**src/rtl/pipeline_fork_buffered.sv**
```systemverilog
`default_nettype none
// ============================================================================
// Module   : pipeline_fork_buffered
// Purpose  : Registered ready/valid fork with a per-word destination mask.
//            Each selected output completes its handshake independently.
// Revision : 1.0 - initial release
// ============================================================================
module pipeline_fork_buffered #(
   parameter int WORD_WIDTH   = 8,
   parameter int OUTPUT_COUNT = 2,
   parameter int TOTAL_WIDTH  = WORD_WIDTH * OUTPUT_COUNT
) (
   input  logic                    clock,
   input  logic                    clear,
   input  logic                    input_valid,
   output logic                    input_ready,
   input  logic [WORD_WIDTH-1:0]   input_data,
   input  logic [OUTPUT_COUNT-1:0] input_mask,
   output logic [OUTPUT_COUNT-1:0] output_valid,
   input  logic [OUTPUT_COUNT-1:0] output_ready,
   output logic [TOTAL_WIDTH-1:0]  output_data
);

   logic [OUTPUT_COUNT-1:0] r_pending;
   logic [WORD_WIDTH-1:0]   r_held;
   logic [OUTPUT_COUNT-1:0] w_done;
   logic [OUTPUT_COUNT-1:0] w_stalled;
   logic                    w_accept;

   assign w_done      = r_pending & output_ready;
   assign w_stalled   = r_pending & ~output_ready;
   // Ready only depends on output_ready and local state, never on input_valid.
   assign input_ready = ~clear & (w_stalled == '0);
   assign w_accept    = input_valid & input_ready;

   always_ff @(posedge clock or posedge clear) begin
      if (clear) begin
         r_pending <= '0;
         r_held    <= '0;
      end else if (w_accept) begin
         r_pending <= input_mask;
         r_held    <= input_data;
      end else begin
         r_pending <= r_pending & ~w_done;
      end
   end

   assign output_valid = r_pending;

   generate
      for (genvar g = 0; g < OUTPUT_COUNT; g++) begin : g_slice
         assign output_data[g*WORD_WIDTH +: WORD_WIDTH] = r_held;
      end
   endgenerate

endmodule
`default_nettype wire

```
**config.mk**
```make
export PLATFORM = sky130hd
export DESIGN_NAME = pipeline_fork_buffered
export DESIGN_NICKNAME = d
export VERILOG_FILES = /design/src/rtl/pipeline_fork_buffered.sv
export SDC_FILE = /design/constraint.sdc
export NUM_CORES = 1
export LEC_CHECK = 0
export BUFFER_PORTS_ARGS = -buffer_cell sky130_fd_sc_hd__buf_2
export CAP_MARGIN = 20
export CORE_ASPECT_RATIO = 1.4
export CORE_UTILIZATION = 25
export CTS_BUF_LIST = sky130_fd_sc_hd__clkbuf_8
export CTS_CLUSTER_DIAMETER = 40
export DETAILED_ROUTE_END_ITERATION = 8
export SLEW_MARGIN = 20
export SYNTH_ARGS = -nofsm -noshare
export SYNTH_HDL_FRONTEND = slang
export SYNTH_SLANG_ARGS = --single-unit
```
**constraint.sdc**
```tcl
create_clock -name clock -period 1.4 [get_ports clock]
set_input_delay 0.28 -clock clock [delete_from_list [all_inputs] [get_ports clock]]
set_output_delay 0.28 -clock clock [all_outputs]
set_load 0.005 [all_outputs]
```
# Word-level counts from Yosys, hierarchy flattened
# Cells that the tools add are included.
dict set report word_totals {
  ff_bits 10
  in_bits 15
  out_inout_bits 19
  elab_cells 12
}
dict set report classes {
  n_mux 1
  bitwise_logic 8
  reduce_logical 1
}
# cell n
set ops {}
lappend ops {{AND 2 bit} 3}
lappend ops {{NOT 2 bit} 2}
lappend ops {{AND 1 bit} 2}
lappend ops {{logical NOT 2 bit} 1}
lappend ops {{2-to-1 mux 2 bit} 1}
lappend ops {{NOT 1 bit} 1}

# Longest topological paths before layout
# Gate-level depths: netlist of run 1.
dict set report depth {
  word_depth 6
  depth_mapped 3
  ltp_nobuf 3
}

# Worst setup path after synthesis of run 1
# Ideal clock, no wire load.
dict set report synth_path {
  path_type {flip-flop to flip-flop}
  start {reg r_pending[1] (netlist: output_valid[1])}
  end {reg r_held[0]}
  setup_time_ns 0.125
  arrival_time_ns 1.378
  t_required_ns 1.275
  setup_slack_ns -0.103
  stages_incl_launch_ff 4
  path_buffers 0
  synth_period_minus_slack_ns 1.503
  cell_sequence {dfrtp_1 nor2b_4 nor4b_4 mux2_2}
}
dict set report synth_between {
  elab_chain_cells 4
}
# item line
set synth_lines {}
lappend synth_lines {{start, declared} 24} ;# logic [OUTPUT_COUNT-1:0] r_pending;
lappend synth_lines {{start signal, assigned} 41} ;# r_pending <= input_mask;
lappend synth_lines {{start signal, assigned} 44} ;# r_pending <= r_pending & ~w_done;
lappend synth_lines {{AND 2 bit} 31} ;# assign w_stalled = r_pending & ~output_ready;
lappend synth_lines {{logical NOT 2 bit} 33} ;# assign input_ready = ~clear & (w_stalled == '0);
lappend synth_lines {{AND 1 bit} 33}
lappend synth_lines {{AND 1 bit} 34} ;# assign w_accept = input_valid & input_ready;
lappend synth_lines {{end signal, assigned} 42} ;# r_held <= input_data;
lappend synth_lines {{end, declared} 25} ;# logic [WORD_WIDTH-1:0] r_held;
# No other way between the ends.
# A chain may end at the register's enable or synchronous reset.

# Final worst setup path of run 1
dict set report layout_path {
  start {reg r_pending[1] (netlist: output_valid[1])}
  end {reg r_held[6]}
}
# Same word-level chain as after synthesis.

==> results of run 1 <==
==> synthesized netlist by cell type <==
master / number
a21o_2: 2
buf_4: 8
dfrtp_1: 10
inv_1: 1
mux2_2: 8
nor2b_1: 1
nor2b_4: 1
nor3_1: 1
nor4b_4: 1
==> worst paths after layout <==
kind	to	slack, ns	from
worst max-delay path	r_held[6]$_DFFE_PP0P_	-0.004	output_valid[1]$_DFF_PP0_
worst min-delay path	r_held[4]$_DFFE_PP0P_	0.07	clear
worst max register to register	r_held[6]$_DFFE_PP0P_	-0.004	output_valid[1]$_DFF_PP0_
worst min register to register	r_held[6]$_DFFE_PP0P_	0.52	r_held[6]$_DFFE_PP0P_
max in group asynchronous	r_held[6]$_DFFE_PP0P_	1.05	clear
min in group clock	output_valid[0]$_DFF_PP0_	0.26	input_mask[0]
==> logic make-up (layout without fill, tap and decap cells) <==
group	count (synthesis)	in the layout	synth area share, %
multiplexers	8	8	19.1
AND/OR/NAND/NOR	4	4	10.4
buffers and inverters	9	41	13.6
AO/OA/AOI/OAI	2	2	3.72
flip-flops	10	10	53.2
==> where the power goes <==
group          switching [mW]  internal (mW)
combinational          0.0876          0.167
sequential             0.0330          0.342
clock                  0.0943          0.187
total                   0.215          0.695
==> flip-flops by register name, indices dropped and copies added, names as in the netlist <==
signal	cells
output_valid	2
r_held	8
==> routing by layer <==
metal	vias to the layer above	wire, µm	track usage [%]
met5	-	0	0
met4	0	0	6.90
met3	0	62	1.26
met2	19	521	15.0
met1	172	351	10.9
li1	170	-	-
==> timing repair <==
action	4_1_cts	5_1_grt
endpoints found under the setup margin	9	9
gates resized for setup	3	10
pin swaps	0	2
==> critical path, cell delays in order, from the launching register on <==
cell     delay, ns
dfrtp_1       0.36
nor2b_4       0.13
nor4b_4       0.30
buf_4         0.19
mux2_4        0.30
==> area by class of cell <==
| type | count | area (µm²) |
|---|---|---|
| fill | 167 | 1030 |
| sequential | 10 | 250 |
| timing repair buffer | 37 | 203 |
| multi-input combinational | 14 | 199 |
| clock buffer | 3 | 41.3 |
| tap | 20 | 25.0 |
| inverter | 1 | 3.75 |
==> through the flow <==
stage	hold WS, ns	total power, mW	cells	util (%)
after global routing	0.100	0.983	85	41.1
after CTS	0.0836	0.896	85	39.0
final	0.0722	0.910	85	41.1
after floorplan	0.120	0.526	33	-
after detailed placement	0.324	0.597	82	35.9
after global placement	0.320	0.594	82	35.9
==> flow_metrics.tcl, run 1 <==
set metrics [dict create \
    drtIter0Drc 5 \
    wl_per_cell_um 11.0 \
    grt_max_degree 11 \
    yosysWarnings 0 \
    hold_violations 0 \
    synth_nets 48 \
    slew_headroom_pct 74.3 \
    cp.arrival_ns 1.51 \
    grt_pass1_vias 319 \
    pwr_density_cell_nw_per_um2 1260 \
    ys_top_cells_by_area "dfrtp_1, mux2_2, buf_4" \
    placed_area_um2 631 \
    cts_made_buffers 3 \
    finalWorstSetupSlack_ns -0.00385 \
    status "complete, but fails checks" \
    antenna_found_initial 0 \
    syn_area_per_cell_um2 14.3 \
    dieArea_um2 2060 \
    drive_gt1_share_pct 83.1 \
    antennaDiodeCount 0 \
    rsz0062_at_grt "yes" \
    grt_pass1_wl_um 1290 \
    grt_use_total_pct 9.37 \
    final_common_cell "buf_2" \
    nets 82 \
    syn-instance-count 33 \
    clk_latency_ns 0.22 \
    dp_hpwl_um 708 \
    dr.pass1.iters 4 \
    cts_sinks 10 \
    die_y_um 53.3 \
    io_buffers 33 \
    drc_errors 0 \
    synth-seq-area-share_pct 53.2 \
    vdd_drop_max_v 0.000545 \
    ant_nets 0 \
    hold_path.class "in2async" \
    slew_viol_final 0 \
    layout_common_cells "buf_2, dfrtp_1, mux2_4, clkbuf_8" \
    vias 361 \
    syn-cell-area_um2 470 \
    top_level_ports 34 \
    p_leak_nw 0.396 \
    preCtsSetupSlack_ns -0.0109 \
    violations "negative setup slack" \
    syn_to_final_growth_pct 53.5 \
    final_area_um2 722 \
    rows 18 \
    critPathMaxFanout 4 \
    die-width_um 38.7 \
    tritoncts "yes" \
    synth_top_cell_by_area "dfrtp_1" \
    synth.distinct_cells 9 \
    drv_cap 0 \
    period_minus_slack_ns 1.40 \
    core_um2 1760 \
    finalClockSkew_ns 0.000810 \
    gp_congestion 0.526 \
    cts_setup_buffers 0 \
    start_util_pct 26.8 \
    grt_overflow 0 \
    setup_viol 3 \
    start_kind "flip-flop" \
    rr_worst_depth 4 \
    fin_tns_setup_ns -0.00583 \
    max_freq_mhz 712 \
    clock_tree.root_cell "clkbuf_8" \
    critPathKind "reg2reg" \
    post-route-period-util_pct 100 \
    tightest_slew_ns 0.386 \
    clockBufferDepth 2 \
    critPathRequiredTime_ns 1.51 \
    postRouteWirelength_um 935 \
    synth_top_area_share_pct 53.2 \
    synth-seq-cells 10 \
    clk_pin_slew_ns 0.04 \
    endpoint_kind "flip-flop" \
    cts-hold-fix-buffers 0 \
    via_per_inst 4.25 \
    ctsHtreeMaxLevel 1 \
]
Note: power is estimated with default switching activity, not from simulation.
==> inputs of run 2 (changes only) <==
--- a/config.mk
+++ b/config.mk
@@ -12,6 +12,7 @@
 export CTS_BUF_LIST = sky130_fd_sc_hd__clkbuf_8
 export CTS_CLUSTER_DIAMETER = 40
 export DETAILED_ROUTE_END_ITERATION = 8
+export PLACE_DENSITY = 0.65
 export SLEW_MARGIN = 20
 export SYNTH_ARGS = -nofsm -noshare
 export SYNTH_HDL_FRONTEND = slang
==> run 2 against run 1 <==
  * The run still ends with negative setup slack left
  * Sequential share of layout area shrank 0.30 points
  * First-iteration DRC count shrank 20%
  * Global-route usage about the same
  * Non-clock buffer count increased by 1
  * Design area up 0.87%
  * Utilization grew 0.36 points
  * Flip-flop and latch count stayed put
  * Via count is 3.9% higher
  * Maximum frequency shrank 0.80%
  * Hold slack worse by 0.0023 ns
  * Critical endpoint unchanged
  * Largest power group unchanged
==> flow_metrics.tcl, run 2 (synthesis results as in run 1) <==
set metrics [dict create \
    status "complete, but fails checks" \
    violations "negative setup slack" \
    core_um2 1760 \
    dp_cells 81 \
    antennaDiodeCount 0 \
    start_kind "flip-flop" \
    period_minus_slack_ns 1.42 \
    drc_errors 0 \
    grt_pass1_wl_um 1350 \
    clk_latency_ns 0.23 \
    final_common_cell "buf_2" \
    path_buf_inv 1 \
    dp_hpwl_um 702 \
    wl_per_cell_um 10.7 \
    io_buffers 33 \
    via_per_inst 4.31 \
    dr.pass1.iters 2 \
    r2r_slack_ns -0.02 \
    post-route-period-util_pct 101 \
    syn_to_final_growth_pct 54.8 \
    drv_cap 0 \
    rsz0062_at_grt "yes" \
    finalClockSkew_ns 0.00509 \
    max_freq_mhz 707 \
    drtIter0Drc 4 \
    grt_use_total_pct 9.39 \
    max_stage_delay_ns 0.37 \
    finalWorstSetupSlack_ns -0.0152 \
    p_leak_nw 0.396 \
    slew_viol_final 0 \
    grt_max_degree 11 \
    layout_common_cells "buf_2, dfrtp_1, mux2_4, clkbuf_8, buf_4" \
    start_util_pct 26.8 \
    largest_reg_flops 8 \
    tightest_slew_ns 0.386 \
    cts-hold-fix-buffers 0 \
    grt_overflow 0 \
    pwr_density_cell_nw_per_um2 1330 \
    die-width_um 38.7 \
    critPathMaxFanout 5 \
    cts_made_buffers 3 \
    clk_pin_slew_ns 0.05 \
    nets 83 \
    rows 18 \
    final_cells 87 \
    gp_congestion 0.509 \
    top_register "r_held" \
    drive_gt1_share_pct 83.6 \
    cts_sinks 10 \
    tritoncts "yes" \
    hold_violations 0 \
    top_level_ports 34 \
    ant_nets 0 \
    vdd_drop_max_v 0.000588 \
    clockBufferDepth 2 \
    register_area_um2 250 \
    cp_top_family "simple AND/OR/NAND/NOR gates" \
    setup_viol 3 \
    n_fill_cell 172 \
    cp.arrival_ns 1.52 \
    postRouteWirelength_um 932 \
    endpoint_kind "flip-flop" \
    clock_tree.root_cell "clkbuf_8" \
    crit_chain "nor2b_4 > nor4b_4 > buf_4 > mux2_2" \
    vias 375 \
    grt_pass1_vias 315 \
    die_y_um 53.3 \
    multi_input_area_um2 188 \
    critPathKind "reg2reg" \
    fin_tns_setup_ns -0.0289 \
    hold_path.class "in2async" \
    antenna_found_initial 0 \
    cp_slowest_cell "dfrtp_1" \
    dieArea_um2 2060 \
    ctsHtreeMaxLevel 1 \
    slew_headroom_pct 74.2 \
    critPathRequiredTime_ns 1.51 \
]
run 2: final timing paths:
check                                     startpoint                        end  cells after the start
min in group clock                     input_mask[1]  output_valid[1]$_DFF_PP0_                      2
min                                            clear  output_valid[1]$_DFF_PP0_                      2
max reg2reg                output_valid[1]$_DFF_PP0_      r_held[6]$_DFFE_PP0P_                      4
min reg2reg                    r_held[2]$_DFFE_PP0P_      r_held[2]$_DFFE_PP0P_                      1
max                        output_valid[1]$_DFF_PP0_      r_held[6]$_DFFE_PP0P_                      4
max in group asynchronous                      clear      r_held[0]$_DFFE_PP0P_                      2
run 2: layout make-up:
class                      instances  area share [%]
sequential                        10            34.4
timing repair buffer              38            28.4
multi-input combinational         14            25.8
clock buffer                       4            7.56
tap                               20            3.44
inverter                           1           0.515
run 2: metal layers:
| metal | up-vias | global-route usage, % | wire, µm |
|---|---|---|---|
| li1 | 170 | - | - |
| met4 | 0 | 6.90 | 0 |
| met3 | 0 | 0 | 65 |
| met5 | - | 0 | 0 |
| met2 | 18 | 15.6 | 481 |
| met1 | 187 | 11.3 | 385 |
run 2: through the flow:
| step | setup WS (ns) | utilization, % | power (mW) | hold slack [ns] | cell area (µm²) |
|---|---|---|---|---|---|
| detailed placement | -0.0207 | 35.5 | 0.596 | 0.328 | 623 |
| finish | -0.0152 | 41.5 | 0.971 | 0.0699 | 728 |
| floorplan | -0.103 | - | 0.526 | 0.120 | 470 |
| global placement | 0.0242 | 35.5 | 0.592 | 0.309 | 623 |
| CTS | -0.0327 | 39.5 | 0.967 | 0.0809 | 693 |
| global route | -0.0733 | 41.5 | 1.03 | 0.120 | 728 |
run 2: worst register-to-register path: cells and delay by family (launching register included):
kind / cells / cell delay (ns)
buf+inv: 1 / 0.19
flops: 1 / 0.37
mux: 1 / 0.33
simple gates: 2 / 0.40
run 2: report_power, final:
group / internal (mW) / leakage (nW) / switching, mW
Combinational: 0.158 / 0.247 / 0.0865
Sequential: 0.341 / 0.120 / 0.0341
Clock: 0.247 / 0.0288 / 0.105
run 2: what timing repair did:
item,in CTS,in global routing
pin swaps,0,1
gates resized for setup,4,5
setup buffers,0,2
endpoints found under the setup margin,9,9
